**src/rtl/tiny_mips_pkg.sv**
```systemverilog
// Shared definitions for the tiny_mips core: opcodes, FSM states, instruction
// field positions and immediate sign-extension helpers.
package tiny_mips_pkg;

  localparam int DATA_W = 16;

  localparam logic [3:0] OP_ADD  = 4'h0;
  localparam logic [3:0] OP_ADDI = 4'h1;
  localparam logic [3:0] OP_NAND = 4'h2;
  localparam logic [3:0] OP_SRL  = 4'h3;
  localparam logic [3:0] OP_LD   = 4'h4;
  localparam logic [3:0] OP_ST   = 4'h5;
  localparam logic [3:0] OP_CP   = 4'h6;
  localparam logic [3:0] OP_CPI  = 4'h7;
  localparam logic [3:0] OP_BEQ  = 4'h8;
  localparam logic [3:0] OP_BLT  = 4'h9;

  typedef enum logic [1:0] {
    S_FETCH  = 2'd0,
    S_DECODE = 2'd1,
    S_EXEC   = 2'd2,
    S_LDWB   = 2'd3
  } state_t;

  typedef enum logic [1:0] {
    ALU_ADD  = 2'd0,
    ALU_NAND = 2'd1,
    ALU_SRL  = 2'd2
  } aluOp_t;

  localparam int OP_HI   = 15;
  localparam int OP_LO   = 12;
  localparam int RD_HI   = 11;
  localparam int RD_LO   = 9;
  localparam int RS_HI   = 8;
  localparam int RS_LO   = 6;
  localparam int RT_HI   = 5;
  localparam int RT_LO   = 3;
  localparam int IMM6_HI = 5;
  localparam int IMM9_HI = 8;

  function automatic logic [DATA_W-1:0] sext6(input logic [5:0] v);
    return {{(DATA_W-6){v[5]}}, v};
  endfunction

  function automatic logic [DATA_W-1:0] sext9(input logic [8:0] v);
    return {{(DATA_W-9){v[8]}}, v};
  endfunction

endpackage

```
**src/rtl/tiny_mips_alu.sv**
```systemverilog
// Combinational datapath for tiny_mips: add / nand / logical shift right,
// plus equality and signed less-than flags for the branch unit.
module tiny_mips_alu
  import tiny_mips_pkg::*;
#(
  parameter int DATA_W = 16
) (
  input  logic [DATA_W-1:0] a,
  input  logic [DATA_W-1:0] b,
  input  aluOp_t            op,
  output logic [DATA_W-1:0] y,
  output logic              eq,
  output logic              lt
);
  logic signed [DATA_W-1:0] aS;
  logic signed [DATA_W-1:0] bS;

  assign aS = a;
  assign bS = b;

  always_comb begin
    y = a + b;
    case (op)
      ALU_NAND: y = ~(a & b);
      ALU_SRL:  y = a >> b[3:0];
      default:  y = a + b;
    endcase
  end

  assign eq = (a == b);
  assign lt = (aS < bS);

endmodule

```
**src/rtl/tiny_mips_core.sv**
```systemverilog
// Multi-cycle 16-bit core: FETCH -> DECODE -> EXEC (-> LDWB for loads), one
// shared RAM port used for both instruction fetch and data access.
module tiny_mips_core
  import tiny_mips_pkg::*;
#(
  parameter int SIZE = 8
) (
  input  logic              clk,
  input  logic              rst,
  input  logic [15:0]       data_fromRAM,
  output logic              wrEn,
  output logic [SIZE-1:0]   addr_toRAM,
  output logic [15:0]       data_toRAM
);
  logic [15:0]     RF [8];
  logic [SIZE-1:0] PC;
  logic [SIZE-1:0] pcNext;
  logic [SIZE-1:0] pcInc;
  logic [SIZE-1:0] pcBranch;
  state_t          st;
  state_t          stNext;
  logic [15:0]     IR;

  logic [3:0]  opcode;
  logic [2:0]  rd;
  logic [2:0]  rs;
  logic [2:0]  rt;
  logic [15:0] imm6Ext;
  logic [15:0] imm9Ext;
  logic [15:0] rdVal;
  logic [15:0] rsVal;
  logic [15:0] rtVal;
  logic [15:0] aluA;
  logic [15:0] aluB;
  logic [15:0] aluY;
  logic        aluEq;
  logic        aluLt;
  aluOp_t      aluOp;
  logic        isRType;
  logic        isBranch;
  logic        takeBranch;
  logic        rfWe;
  logic [15:0] rfWdata;

  assign opcode  = IR[OP_HI:OP_LO];
  assign rd      = IR[RD_HI:RD_LO];
  assign rs      = IR[RS_HI:RS_LO];
  assign rt      = IR[RT_HI:RT_LO];
  assign imm6Ext = sext6(IR[IMM6_HI:0]);
  assign imm9Ext = sext9(IR[IMM9_HI:0]);
  assign rdVal   = RF[rd];
  assign rsVal   = RF[rs];
  assign rtVal   = RF[rt];

  assign isRType  = (opcode == OP_ADD) || (opcode == OP_NAND) || (opcode == OP_SRL);
  assign isBranch = (opcode == OP_BEQ) || (opcode == OP_BLT);

  // Branches compare [11:9] against [8:6]; everything else is rs op (rt | imm6).
  assign aluA = isBranch ? rdVal : rsVal;
  assign aluB = isRType ? rtVal : (isBranch ? rsVal : imm6Ext);

  always_comb begin
    aluOp = ALU_ADD;
    if (opcode == OP_NAND) aluOp = ALU_NAND;
    else if (opcode == OP_SRL) aluOp = ALU_SRL;
  end

  tiny_mips_alu #(.DATA_W(16)) uAlu (
    .a  (aluA),
    .b  (aluB),
    .op (aluOp),
    .y  (aluY),
    .eq (aluEq),
    .lt (aluLt)
  );

  assign takeBranch = ((opcode == OP_BEQ) && aluEq) || ((opcode == OP_BLT) && aluLt);
  assign pcInc      = PC + SIZE'(1);
  assign pcBranch   = PC + imm6Ext[SIZE-1:0];

  always_comb begin
    stNext     = st;
    pcNext     = PC;
    rfWe       = 1'b0;
    rfWdata    = aluY;
    wrEn       = 1'b0;
    addr_toRAM = PC;
    data_toRAM = '0;
    case (st)
      S_FETCH:  stNext = S_DECODE;
      S_DECODE: stNext = S_EXEC;
      S_EXEC: begin
        stNext = S_FETCH;
        pcNext = pcInc;
        case (opcode)
          OP_ADD, OP_ADDI, OP_NAND, OP_SRL: rfWe = 1'b1;
          OP_CP: begin
            rfWe    = 1'b1;
            rfWdata = rsVal;
          end
          OP_CPI: begin
            rfWe    = 1'b1;
            rfWdata = imm9Ext;
          end
          // PC holds until the load data is written back in LDWB.
          OP_LD: begin
            addr_toRAM = aluY[SIZE-1:0];
            pcNext     = PC;
            stNext     = S_LDWB;
          end
          OP_ST: begin
            wrEn       = 1'b1;
            addr_toRAM = aluY[SIZE-1:0];
            data_toRAM = rdVal;
          end
          OP_BEQ, OP_BLT: if (takeBranch) pcNext = pcBranch;
          default: ;
        endcase
      end
      S_LDWB: begin
        rfWe    = 1'b1;
        rfWdata = data_fromRAM;
        pcNext  = pcInc;
        stNext  = S_FETCH;
      end
      default: stNext = S_FETCH;
    endcase
  end

  always_ff @(posedge clk or posedge rst) begin
    if (rst) st <= S_FETCH;
    else     st <= stNext;
  end

  always_ff @(posedge clk or posedge rst) begin
    if (rst) begin
      PC <= '0;
      IR <= '0;
      for (int i = 0; i < 8; i++) RF[i] <= '0;
    end else begin
      PC <= pcNext;
      if (st == S_DECODE) IR <= data_fromRAM;
      if (rfWe) RF[rd] <= rfWdata;
    end
  end

endmodule

```
**config.mk**
```make
export PLATFORM = sky130hd
export DESIGN_NAME = tiny_mips_core
export DESIGN_NICKNAME = d
export VERILOG_FILES = /design/src/rtl/tiny_mips_pkg.sv /design/src/rtl/tiny_mips_alu.sv /design/src/rtl/tiny_mips_core.sv
export SDC_FILE = /design/constraint.sdc
export NUM_CORES = 1
export LEC_CHECK = 0
export CAP_MARGIN = 20
export CORE_ASPECT_RATIO = 2
export CORE_MARGIN = 2
export CORE_UTILIZATION = 56
export CTS_CLUSTER_SIZE = 20
export DETAILED_ROUTE_END_ITERATION = 10
export PLACE_DENSITY = 0.81
export SYNTH_ARGS = -nofsm -noshare
export SYNTH_HDL_FRONTEND = slang
export SYNTH_HIERARCHICAL = 1
export SYNTH_SLANG_ARGS = --single-unit
```
**constraint.sdc**
```tcl
create_clock -name clk -period 15.3 [get_ports clk]
set_input_delay 2.295 -clock clk [delete_from_list [all_inputs] [get_ports clk]]
set_output_delay 2.295 -clock clk [all_outputs]
set_load 0.03 [all_outputs]
```
==> run summary <==
The end of the worst register-to-register path is PC[3]$_DFFE_PP0P_. The critical path goes through mux2i_1 > o21ai_0 > o22ai_1 > o31ai_4 > inv_1 > fa_1 > o21ba_2 > o41a_1 > nand2_1 > xnor2_1 > a21oi_1 > mux2_2 > clkdlybuf4s50_1. The total via count after detailed routing came out at 11606. The remaining routing DRC violations is 0.

The maximum number of pins on one net before global-route repair is 94. When the netlist entered floorplanning its net count stood at roughly 1400. The number of hold buffers added after cts is 0.

OpenSTA, run right after detailed placement, puts the worst setup slack at between 7 and 8 ns. Summed over all nets, the half-perimeter wirelength after detailed placement is 29990 um. TritonCTS built the clock tree. The fill cell instance count of the final layout is approximately 1900. The weighted congestion at the end of routability-driven global placement came out at approximately 1.0. The number of global-route vias before repair is between 10000 and 15000. The number of gates given a new drive strength after cts is 0. The worst register-to-register path has a setup slack of between 9 and 10 ns. In this design, the largest share of critical-path delay is due to compound AO/OA/AOI/OAI gates.

The critical path class is flip-flop to output port. The run finished with clean final reports. The clock sink total is 154. Setup repair after global routing left no endpoint under its margin. The number of I/O pins is 43. The routed length per placed instance is 25.27 um. The number of buffers inserted during clock tree synthesis is 17. The later-pin clock latency in the skew report came out at between 0.4 and 0.5 ns. The worst register-to-register path begins at IR[9]$_DFFE_PP0N_.

The count of flip-flops with a built-in enable after synthesis is 0. The peak per-stage delay on the critical path is 1.10 ns. The routed via count divided by cell count is 7.051.

The fraction of registers with async set/reset came out at 100.0%. The final layout contains between 1000 and 1500 nets. The antenna violation net count after detailed routing came out at 0. The final count of pins violating max slew came out at 0. The worst hold-check path type is flip-flop to flip-flop. The global-route wire length before repair is ~64000 um. The total wire length after detailed routing came out at slightly above 40000 um. The iteration count of the initial detailed-routing pass came out at 6. For this configuration, the core starts out at a cell density of 56.72%. Global routing used between 30 and 40% of the available tracks. The cell with the largest stage delay on the worst path is sky130_fd_sc_hd__dfrtp_4. The die footprint came out at 24130 um2. The total overflow left after global routing is 0. The clock tree skew after final layout came out at 0.009292 ns.

The synthesized design contains between 150 and 200 register bits. The synthesized netlist contains 79 unique library cells. The capturing element of the worst setup path is addr_toRAM[6]. The count of buffering cells on the critical path with inverters included is 2. The horizontal extent of the die came out at 110.8 um.

The netlist area before placement came out at about 13000 um2. For this run, the leading register cell type out of synthesis is sky130_fd_sc_hd__dfrtp_1. The synthesis warning total is 6. The deepest level of the CTS H-tree came out at 4. The number of instances in the synthesized netlist is around 1400. The count of max-cap constraint violations is 0. The critical path starts at IR[3]$_DFFE_PP0N_. The root buffer cell chosen for the clock tree is sky130_fd_sc_hd__clkbuf_16.

The fraction of layout instances using a drive strength above 1 is 20.35%. The critical path crosses 13 cells after its start point. The detailed router's first-iteration violation count came out at 1297.

The final critical path time including I/O delays and setup is around 8.2 ns. The average cell area after synthesis is 9.292 um2. The number of endpoints failing setup at the final stage came out at 0.

By count the netlist is led by 157 x sky130_fd_sc_hd__mux2_2, 154 x sky130_fd_sc_hd__dfrtp_1, 121 x sky130_fd_sc_hd__nand2_1, 104 x sky130_fd_sc_hd__a21oi_1, 91 x sky130_fd_sc_hd__nor2_1. The type of origin of the critical path is a flip-flop. The worst hold slack after final layout is between 0.5 and 0.6 ns. Relative to the synthesized area, the layout overhead comes to 8.582%. The setup total negative slack came out at 0 ns. The share of the synthesized area in the top cell type came out at roughly 30%. The clock transition at the register clock pins on the worst setup and hold paths after CTS is around 0.060 ns. The worst-case reg-to-reg path depth is 18. Of all nets on the critical path, the largest fanout is just under 70. The required time at the worst-slack endpoint came out at between 10 and 15 ns. The maximum number of buffers from clock root to sink is 2. The height of the die is around 220 um. The top achievable clock speed is about 120 MHz. The standard cell core area is 22540 um2. Of all cell types, the one taking the most synthesized area is sky130_fd_sc_hd__dfrtp_1.

The initial antenna violation count came out at 0. For this run, the register share of the synthesized area comes to about 30%. The capturing element type of the critical path is an output port. Headroom to the max-slew limit came out at approximately a quarter. STA puts the critical path data arrival time at about 5.9 ns. After clock tree synthesis, the setup repair step added 0 buffers. For the pin with the worst max-slew slack, the measured transition is between 1 and 1.5 ns.

The count of endpoints failing hold in the final timing report is 0. During placement, the flow inserted port buffers numbering 42. The worst-case setup margin in the final layout came out at 7.103 ns. The count of antenna diodes in the layout is 0. Among all cell types in the netlist, the one instantiated most often is sky130_fd_sc_hd__mux2_2. By area the synthesized netlist is led by sky130_fd_sc_hd__dfrtp_1 30%, sky130_fd_sc_hd__mux2_2 14%, sky130_fd_sc_hd__mux4_2 6.2%.

The number of placement rows is 78. After layout, the worst path uses 53.57% of the clock period.
[flip-flops by register name, indices dropped and copies added (netlist names)]
register and cells:
st 2, IR 16, PC 8, RF 128
[routing by layer]
layer  GRT usage, %  part of all wire (%)
met5              0                     0
met4          25.62                   8.7
met3          5.420                   6.7
met2          59.73                    50
met1          36.97                    34
[tightest hold or removal path: stages, from the launching register on]
cell and delay [ns]:
sky130_fd_sc_hd__dfrtp_1 0.38, sky130_fd_sc_hd__nand2_1 0.06, sky130_fd_sc_hd__o21ai_1 0.06
[logic make-up after synthesis]
logic type               after synthesis  synth area share, %
flip-flops                           154                30.14
buffers and inverters                160                5.314
multiplexers                         275                27.13
AO/OA/AOI/OAI                        413                20.61
adder cells (fa/ha/maj)               44                4.423
XOR/XNOR                              15                1.028
AND/OR/NAND/NOR                      315                11.36
[layout by cell type (no fill, tap or decap), types with 35 or more instances in the layout]
cell	count
sky130_fd_sc_hd__dfrtp_1	150
sky130_fd_sc_hd__ha_1	42
sky130_fd_sc_hd__inv_1	48
sky130_fd_sc_hd__mux2_2	157
sky130_fd_sc_hd__a21oi_1	104
sky130_fd_sc_hd__mux2i_1	78
sky130_fd_sc_hd__o21ai_0	57
sky130_fd_sc_hd__clkdlybuf4s50_1	42
sky130_fd_sc_hd__mux4_2	35
sky130_fd_sc_hd__nor2_1	91
sky130_fd_sc_hd__o21ai_1	66
sky130_fd_sc_hd__nand2_1	121
sky130_fd_sc_hd__o22ai_1	35
[worst min path at each step]
| stage | slack [ns] | endpoint | depth (start not counted) | from |
|---|---|---|---|---|
| after global placement | 0.51 | RF[94]$_DFFE_PP0P_ | 2 | RF[94]$_DFFE_PP0P_ |
| after floorplan | 0.48 | RF[10]$_DFFE_PP0P_ | 2 | RF[10]$_DFFE_PP0P_ |
| after detailed placement | 0.52 | RF[10]$_DFFE_PP0P_ | 2 | RF[10]$_DFFE_PP0P_ |
| after global routing | 0.56 | RF[95]$_DFFE_PP0P_ | 2 | RF[95]$_DFFE_PP0P_ |
| after CTS | 0.53 | RF[10]$_DFFE_PP0P_ | 2 | RF[10]$_DFFE_PP0P_ |
| final | 0.54 | RF[95]$_DFFE_PP0P_ | 2 | RF[95]$_DFFE_PP0P_ |
[stage by stage]
step                      utilization [%]  cell area, um2  cells
after global placement              59.04           13310   1614
after floorplan                         -           12790   1376
after CTS                           61.58           13880   1646
final                               61.58           13880   1646
after detailed placement            59.04           13310   1614
after global routing                61.58           13880   1646
[layout make-up]
class / instances / area (um2) / area share (%)
clock buffers: 21 / 460.4 / 3.317
clock inverters: 11 / 112.6 / 0.8111
inverters: 50 / 192.7 / 1.388
multi-input cells: 1062 / 8290 / 59.72
flip-flops and latches: 154 / 3861 / 27.81
well taps: 280 / 350.3 / 2.523
repair buffers: 68 / 615.6 / 4.434
Power is not shown: default switching activity piles up to over one toggle a cycle in this logic, so the estimate is an artifact.
